### src/rtl/vend_pkg.sv
// Shared types for the newspaper vending coin scheduler: coin codes, FSM states
// and coin values in cents.
package vend_pkg;

  typedef enum logic [1:0] {
    NONE    = 2'b00,
    NICKEL  = 2'b01,
    DIME    = 2'b10,
    INVALID = 2'b11
  } coin_e;

  typedef enum logic [2:0] {
    IDLE,
    C5,
    C10,
    DISPENSE,
    CHANGE,
    FAULT
  } state_e;

  localparam logic [4:0] NICKEL_CENTS = 5'd5;
  localparam logic [4:0] DIME_CENTS   = 5'd10;

  function automatic logic [4:0] coin_cents(input coin_e code);
    case (code)
      NICKEL:  return NICKEL_CENTS;
      DIME:    return DIME_CENTS;
      default: return 5'd0;
    endcase
  endfunction

  // Credit-tracking state for a balance still below the price.
  function automatic state_e credit_state(input logic [4:0] credit);
    if (credit == 5'd0) return IDLE;
    else if (credit == NICKEL_CENTS) return C5;
    else return C10;
  endfunction

endpackage

### src/rtl/vend_rr_arb.sv
// Two-requester round-robin arbiter; on a tie the slot not granted last wins.
module vend_rr_arb (
  input  logic clk_i,
  input  logic rst_i,
  input  logic en_i,
  input  logic req_a_i,
  input  logic req_b_i,
  output logic gnt_a_o,
  output logic gnt_b_o
);

  logic last_b_q, last_b_d;

  assign gnt_a_o = en_i & req_a_i & (~req_b_i | last_b_q);
  assign gnt_b_o = en_i & req_b_i & (~req_a_i | ~last_b_q);

  always_comb begin
    last_b_d = last_b_q;
    if (gnt_b_o)      last_b_d = 1'b1;
    else if (gnt_a_o) last_b_d = 1'b0;
  end

  // "B last" out of reset so slot A wins the first tie.
  always_ff @(posedge clk_i or posedge rst_i) begin
    if (rst_i) last_b_q <= 1'b1;
    else       last_b_q <= last_b_d;
  end

endmodule

### src/rtl/vend_coin_scheduler.sv
// Newspaper vending controller: accepts coins from two slots, dispenses at PRICE,
// returns one nickel of change and latches a fault on acknowledge timeout.
module vend_coin_scheduler
  import vend_pkg::*;
#(
  parameter int DISP_TIMEOUT = 16,
  parameter int PRICE        = 15
) (
  input  logic       clk_i,
  input  logic       rst_i,
  input  logic [1:0] coin_a_i,
  input  logic [1:0] coin_b_i,
  output logic       ready_a_o,
  output logic       ready_b_o,
  input  logic       dispense_ack_i,
  input  logic       change_ack_i,
  output logic       newspaper_o,
  output logic       change_req_o,
  output logic [4:0] credit_o,
  output logic       coin_reject_o,
  output logic       fault_o
);

  localparam logic [4:0] PRICE_C    = 5'(PRICE);
  localparam logic [4:0] TIMER_LAST = 5'(DISP_TIMEOUT - 1);

  state_e     state_q, state_d;
  logic [4:0] credit_q, credit_d;
  logic [4:0] timer_q, timer_d;
  logic       newspaper_q, newspaper_d;
  logic       change_req_q, change_req_d;
  logic       coin_reject_q, coin_reject_d;
  logic       fault_q, fault_d;

  logic       accept_en, gnt_a, gnt_b;
  coin_e      coin_sel;
  logic [4:0] sum, remaining;

  assign accept_en = (state_q == IDLE) || (state_q == C5) || (state_q == C10);

  vend_rr_arb u_arb (
    .clk_i   (clk_i),
    .rst_i   (rst_i),
    .en_i    (accept_en),
    .req_a_i (coin_a_i != NONE),
    .req_b_i (coin_b_i != NONE),
    .gnt_a_o (gnt_a),
    .gnt_b_o (gnt_b)
  );

  assign coin_sel = gnt_a ? coin_e'(coin_a_i) : coin_e'(coin_b_i);

  always_comb begin
    state_d       = state_q;
    credit_d      = credit_q;
    timer_d       = timer_q;
    newspaper_d   = newspaper_q;
    change_req_d  = change_req_q;
    coin_reject_d = 1'b0;
    fault_d       = fault_q;
    sum           = credit_q + coin_cents(coin_sel);
    remaining     = credit_q - PRICE_C;
    case (state_q)
      IDLE, C5, C10: begin
        if (gnt_a || gnt_b) begin
          if (coin_sel == INVALID) begin
            coin_reject_d = 1'b1;
          end else begin
            credit_d = sum;
            if (sum >= PRICE_C) begin
              state_d     = DISPENSE;
              newspaper_d = 1'b1;
              timer_d     = 5'd0;
            end else begin
              state_d = credit_state(sum);
            end
          end
        end
      end
      DISPENSE: begin
        // An ack on the expiry cycle takes priority over the fault.
        if (dispense_ack_i) begin
          credit_d    = remaining;
          newspaper_d = 1'b0;
          if (remaining == NICKEL_CENTS) begin
            state_d      = CHANGE;
            change_req_d = 1'b1;
            timer_d      = 5'd0;
          end else begin
            state_d = credit_state(remaining);
          end
        end else if (timer_q == TIMER_LAST) begin
          state_d     = FAULT;
          fault_d     = 1'b1;
          newspaper_d = 1'b0;
        end else begin
          timer_d = timer_q + 5'd1;
        end
      end
      CHANGE: begin
        if (change_ack_i) begin
          credit_d     = 5'd0;
          change_req_d = 1'b0;
          state_d      = IDLE;
        end else if (timer_q == TIMER_LAST) begin
          state_d      = FAULT;
          fault_d      = 1'b1;
          change_req_d = 1'b0;
        end else begin
          timer_d = timer_q + 5'd1;
        end
      end
      FAULT:   ;
      default: state_d = IDLE;
    endcase
  end

  always_ff @(posedge clk_i or posedge rst_i) begin
    if (rst_i) begin
      state_q       <= IDLE;
      credit_q      <= 5'd0;
      timer_q       <= 5'd0;
      newspaper_q   <= 1'b0;
      change_req_q  <= 1'b0;
      coin_reject_q <= 1'b0;
      fault_q       <= 1'b0;
    end else begin
      state_q       <= state_d;
      credit_q      <= credit_d;
      timer_q       <= timer_d;
      newspaper_q   <= newspaper_d;
      change_req_q  <= change_req_d;
      coin_reject_q <= coin_reject_d;
      fault_q       <= fault_d;
    end
  end

  assign ready_a_o     = gnt_a;
  assign ready_b_o     = gnt_b;
  assign newspaper_o   = newspaper_q;
  assign change_req_o  = change_req_q;
  assign credit_o      = credit_q;
  assign coin_reject_o = coin_reject_q;
  assign fault_o       = fault_q;

endmodule

### config.mk
export PLATFORM = sky130hd
export DESIGN_NAME = vend_coin_scheduler
export DESIGN_NICKNAME = d
export VERILOG_FILES = /design/src/rtl/vend_pkg.sv /design/src/rtl/vend_rr_arb.sv /design/src/rtl/vend_coin_scheduler.sv
export SDC_FILE = /design/constraint.sdc
export NUM_CORES = 1
export LEC_CHECK = 0
export BUFFER_PORTS_ARGS = -buffer_cell sky130_fd_sc_hd__buf_4
export CAP_MARGIN = 20
export CORE_MARGIN = 5
export CORE_UTILIZATION = 25
export DETAILED_ROUTE_END_ITERATION = 16
export SLEW_MARGIN = 20
export SYNTH_ARGS = -nofsm -noshare
export SYNTH_HDL_FRONTEND = slang
export SYNTH_SLANG_ARGS = --single-unit
### constraint.sdc
create_clock -name clk_i -period 4.42 [get_ports clk_i]
set_input_delay 0.663 -clock clk_i [delete_from_list [all_inputs] [get_ports clk_i]]
set_output_delay 0.663 -clock clk_i [all_outputs]
set_load 0.01 [all_outputs]
---- After elaboration in Yosys (flattened, before gate mapping) ----
Cells that the tools add are included.
cells by class
  magnitude comparators ................... 1
  equal/unequal tests ..................... 22
  multiplexer cells ....................... 45
  reduce and logical (&&, ||, !) cells .... 19
  $add $sub $neg .......................... 3
  bitwise gates (word level) .............. 10
operators with widths
  operator             count
  $mux 5               11
  $pmux 5 s3           2
  $mux 3               6
  $mux 1               16
  $ne 2x2->1 const B   8
  $pmux 3 s4           1
  $eq 5x3->1 const B   2
  $logic_not 5->1      2
  $mux 2               5
  $reduce_and 5->1     2
  $reduce_bool 2->1    5
  $ne 3x3->1 const B   3
  $pmux 4 s2           1
  $eq 3x2->1 const B   2
  $eq 3x3->1 const B   2
  $pmux 1 s2           3
  $reduce_and 3->1     2
  $reduce_and 6->1     1
  $add 5x1->5 const B  1
  $add 5x5->5          1
  $eq 5x4->1 const B   1
  $ge 5x4->1 const B   1
  $sub 5x4->5 const B  1
  $and 1x1->1          4
  10 further kinds     17
storage, ports and cells
  bits of input ports ..................... 8
  output and inout bits ................... 11
  register bits ........................... 18

---- Depth between registers and ports, before layout ----
  word-level depth ........................ 16
  depth in mapped cells ................... 13
  depth with buffers taken out ............ 13

---- Hierarchy ----
From an unflattened synthesis, not the netlist that was laid out.
unflattened totals
  cells, all modules ...................... 192
  area, all modules ....................... 1579.0 µm²
modules (own cells, without submodules)
  module               times used  area an instance (µm²)  sequential area each (µm²)  cells an instance
  vend_coin_scheduler  1           1512.7                  425.4                       183
  vend_rr_arb          1           66.3                    26.3                        9

---- Worst setup path after synthesis ----
No wires, ideal clock.
  path type ............................... input port to flip-flop
  start ................................... in coin_b_i[1]
  end ..................................... reg timer_q[1]
  required time ........................... 4.298 ns
  stages .................................. 11
  path slack .............................. 1.288 ns
  library setup time ...................... 0.122 ns
  path buffers ............................ 0
  data arrival time ....................... 3.011 ns
  cell sequence ........................... and2b_4 > a31oi_2 > o2bb2ai_2 > ha_1 > ha_1 > o21ai_1 > a211oi_2 > xor2_1 > a211o_4 > and2b_4 > a32o_1
on the way
  word-level cells in the longest chain between the ends .. 11
  elaborated cells on any way between the ends .. 18
  classes of those cells .................. 1 x add/sub; 1 x order compare; 6 x eq/ne; 2 x mux; 5 x bitwise; 3 x reduce/logical
ends and longest elaborated chain
  what                                      line                        RTL
  from (decl)                               vend_coin_scheduler.sv:12   input logic [1:0] coin_b_i,
  $reduce_bool 2->1                         vend_coin_scheduler.sv:46   .req_b_i (coin_b_i != NONE),
  $not 1->1                                 vend_rr_arb.sv:14           assign gnt_a_o = en_i & req_a_i & (~req_b_i | last_b_q);
  $or 1x1->1                                vend_rr_arb.sv:14
  $and 1x1->1                               vend_rr_arb.sv:14
  $mux 2                                    vend_coin_scheduler.sv:51   assign coin_sel = gnt_a ? coin_e'(coin_a_i) : coin_e'(coin_b_i);
  $eq 2x2->1 or $eq 2x1->1 (tied branches)  vend_pkg.sv:25              case (code)
  $pmux 4 s2                                vend_pkg.sv:25
  $add 5x5->5                               vend_coin_scheduler.sv:61   sum = credit_q + coin_cents(coin_sel);
  $ge 5x4->1                                vend_coin_scheduler.sv:70   if (sum >= PRICE_C) begin
  $ne 2x2->1 (no source line)               n/a
  $reduce_and 6->1 (no source line) *       n/a
  to (signal assigned)                      vend_coin_scheduler.sv:130  timer_q <= timer_d;
  to (decl)                                 vend_coin_scheduler.sv:29   logic [4:0] timer_q, timer_d;
Mark *: on every way between the ends. The rest lies on a longest branch, timed or not.
A chain may end at the register's enable or synchronous reset.

---- Worst setup path in the final report ----
  start ................................... reg state_q[1]
  end ..................................... reg timer_q[1]
on the way
  word-level cells in the longest chain between the ends .. 12
  elaborated cells on any way between the ends .. 28
  classes of those cells .................. 1 x add/sub; 1 x order compare; 12 x eq/ne; 3 x mux; 4 x bitwise; 7 x reduce/logical
ends and longest elaborated chain
  what                                           line                                                  RTL
  from (decl)                                    vend_coin_scheduler.sv:27                             state_e state_q, state_d;
  from (signal assigned)                         vend_coin_scheduler.sv:128                            state_q <= state_d;
  $eq 3x1->1 or $logic_not 3->1 (tied branches)  vend_coin_scheduler.sv:39, vend_coin_scheduler.sv:63
  $logic_or 1x1->1 (2 in a row)                  vend_coin_scheduler.sv:39                             assign accept_en = (state_q == IDLE) || (state_q == C5) || (state_q == C10);
  $and 1x1->1 (2 in a row)                       vend_rr_arb.sv:14
  $mux 2                                         vend_coin_scheduler.sv:51
  $eq 2x2->1 or $eq 2x1->1 (tied branches)       vend_pkg.sv:25
  $pmux 4 s2                                     vend_pkg.sv:25
  $add 5x5->5                                    vend_coin_scheduler.sv:61
  $ge 5x4->1                                     vend_coin_scheduler.sv:70
  $ne 2x2->1 (no source line)                    n/a
  $reduce_and 6->1 (no source line)              n/a
Several ways; a longest one is shown, not always the timed one.

==> impl_metrics.py <==
metrics = {
    "outcome": {
        "status": "finished, final reports clean",
    },
    "cts": {
        "cts_tree": "done",
        "postCtsHoldBufs": 0,
        "htree_levels": 1,
        "cts_sinks": 18,
        "ctsResizeCount": 0,
        "clkTransAtPathRegs_ns": 0.07,
        "post_cts_buffers": 0,
        "clk_latency_ns": 0.26,
        "cts_made_buffers": 3,
        "cts_buffer_depth": 2,
        "root_buffer": "clkbuf_8",
    },
    "worst_setup_path": {
        "slowest_delay_ns": 0.52,
        "required_ns": 4.57,
        "crit_path_top_delay_cell": "dfrtp_1",
        "cpLargestDelayFamily": "compound AO/OA/AOI/OAI gates",
        "reg2reg_from": "state_q[1]$_DFFE_PP0P_",
        "worstPathMaxFanout": 12,
        "setup.worst_path.class": "flop to flop",
        "cp_num_buf_inv": 0,
        "cp-start-kind": "flop",
        "cp-startpoint": "state_q[1]$_DFFE_PP0P_",
        "rrSetupSlack_ns": 0.90,
        "end_kind": "flop",
        "cp.arrival_ns": 3.67,
        "cp_cell_sequence": "a21oi_4 > a21oi_1 > o31ai_2 > nor2_1 > xnor2_1 > ha_1 > o21ai_1 > a211oi_2 > xor2_1 > a211o_4 > and2b_4 > a32o_1",
    },
    "logic_synthesis": {
        "synth_most_common_cell": "nor2_1",
        "synth_ff_type": "dfrtp_1",
        "synth_cell_types": 50,
        "ys.warnings.count": 0,
        "synth_commonest_cells": "nor2_1 (19), a21oi_1 (17), dfrtp_1 (17), nand2_1 (17), o21ai_0 (17)",
        "ys_seq_elements": 18,
        "synth_top_area_frac": 0.274,
        "synth_top_cell_by_area": "dfrtp_1",
        "synthCells": 191,
        "ys_top_cells_by_area": "dfrtp_1 (27%), a21oi_1 (5.5%), o21ai_0 (5.5%)",
        "synth-edff-count": 0,
        "ys_seq_area_frac": 0.290,
        "synth_fp_nets": 205,
        "synth_area_um2": 1560,
        "syn_avg_cell_area_um2": 8.14,
        "synthArstFlopShare": 1.00,
    },
    "global_routing": {
        "grt_pass1_wl_um": 6180,
        "grt-ovfl-total": 0,
        "antenna_found_initial": 0,
        "grt_pass1_vias": 1311,
        "grt_max_degree": 19,
        "grt.total_usage": 0.0974,
    },
    "place": {
        "hpwl_um": 2890,
        "placed_cell_area_um2": 1770,
        "io_buffer_count": 18,
        "gp_congestion": 0.758,
    },
    "pwr": {
        "power.clock.fraction": 0.101,
        "combPwrFrac": 0.655,
        "power.density_nw_per_um2": 752,
        "p_switching_w": 0.000666,
        "vdd_drop_max_mv": 0.168,
        "p_total_w": 0.00137,
        "swShare": 0.487,
        "p_int_w": 0.000703,
        "leakagePower_nw": 0.764,
        "power_frac_seq": 0.243,
    },
    "layout": {
        "n_fill_cell": 630,
        "synthToLayoutAreaGrowth_pct": 17.1,
        "fin_nets": 222,
        "fin_util": 0.304,
        "drive_above_1_share": 0.184,
        "final_cell_area_um2": 1820,
        "num_antenna_cells": 0,
    },
    "hold_path": {
        "hold_start": "fault_o$_DFFE_PP0P_",
        "min_path_type": "flop to flop",
    },
    "drt": {
        "route.detailed.drc": 0,
        "finalWirelength_um": 3760,
        "wl_per_cell_um": 13.3,
        "drt_first_pass_iters": 4,
        "ant_nets": 0,
        "viasPerCell": 5.12,
        "dr_total_vias": 1445,
        "drtIter0Drc": 87,
    },
    "floorplan": {
        "rows": 28,
        "die_area_um2": 7900,
        "core_um2": 5990,
        "start_util": 0.260,
        "ioPinCount": 19,
        "die_y_um": 88.9,
        "die_w_um": 88.9,
    },
    "timing": {
        "setup_viol": 0,
        "worst_slew_pin_slew_ns": 0.721,
        "fin_crit_ns": 3.52,
        "slew_viol_final": 0,
        "rsz0062_at_grt": "false",
        "hold_viol": 0,
        "hold_ws_ns": 0.472,
        "finClkSkew_ns": 0.00555,
        "tns_ns": 0,
        "slew_headroom": 0.519,
        "max_freq_mhz": 284,
        "fin_crit_sh": 0.797,
    },
    "job": {
        "drv_cap": 0,
    },
}
==> through the flow <==
stage | worst slack, ns | cells
after floorplan | 1.29 | 191
after global placement | 0.897 | 278
after detailed placement | 0.829 | 278
after CTS | 0.893 | 282
after global routing | 0.620 | 282
final | 0.896 | 282
==> per-layer routing <==
metal,global-route usage,share of wire
met1,0.138,0.49
met2,0.152,0.46
met3,0.0149,0.037
met4,0.0288,0.0085
met5,0,0
==> power by group through the flow <==
stage	registers, W	clock network, W	logic (W)
2_1_floorplan	0.000308	0	0.000685
3_3_place_gp	0.000336	0	0.000883
3_5_place_dp	0.000338	0	0.000893
4_1_cts	0.000334	0.000144	0.000899
5_1_grt	0.000350	0.000148	0.000999
6_report	0.000333	0.000138	0.000898
==> cell type report <==
type / count / area, um^2 / area share
multi-input combinational: 157 / 1040 / 0.573
sequential: 18 / 452 / 0.248
clock buffer: 4 / 55.1 / 0.0302
inverter: 9 / 33.8 / 0.0186
timing repair buffer: 19 / 143 / 0.0784
tap: 75 / 93.8 / 0.0515
==> registers in the layout, indices dropped and copies added (netlist names) <==
name / cells
credit_o: 5
u_arb.last_b_q: 1
state_q: 3
newspaper_o: 1
coin_reject_o: 1
fault_o: 1
timer_q: 5
change_req_o: 1
==> layout by cell type, fill, tap and decap left out, drive strengths merged, types with 2 or more instances in the layout <==
cell type,Yosys,final
a21oi,18,18
a211oi,2,2
dfrtp,17,17
a221oi,2,2
o22ai,4,4
nand3,9,9
nor3,4,4
o21a,2,2
nor2b,3,3
a22o,2,2
and2,2,2
buf,0,19
ha,6,6
xor2,4,4
inv,9,9
clkbuf,7,4
xnor2,4,4
o31ai,6,6
o21ai,20,20
nand2b,5,5
nand2,17,17
nor2,19,19
nor3b,3,3
a32o,2,2
a31oi,2,2
and2b,2,2
mux2i,2,2
a211o,2,2
==> worst paths after layout <==
check / end / cells past startpoint
max: timer_q[1]$_DFFE_PP0P_ / 12
min: fault_o$_DFFE_PP0P_ / 1
max reg2reg: timer_q[1]$_DFFE_PP0P_ / 12
min reg2reg: fault_o$_DFFE_PP0P_ / 1
max in group asynchronous: newspaper_o$_DFFE_PP0P_ / 2
min in group asynchronous: state_q[1]$_DFFE_PP0P_ / 2
==> cells by family after synthesis <==
group,share of synthesized area
and+or+nand+nor,0.218
AOI/OAI and AO/OA,0.340
muxes,0.0201
buffers and inverters,0.0386
DFF,0.290
xor gates and xnor gates,0.0450
adders and majority gates,0.0483
No activity file was read; power rests on OpenSTA's default activity.
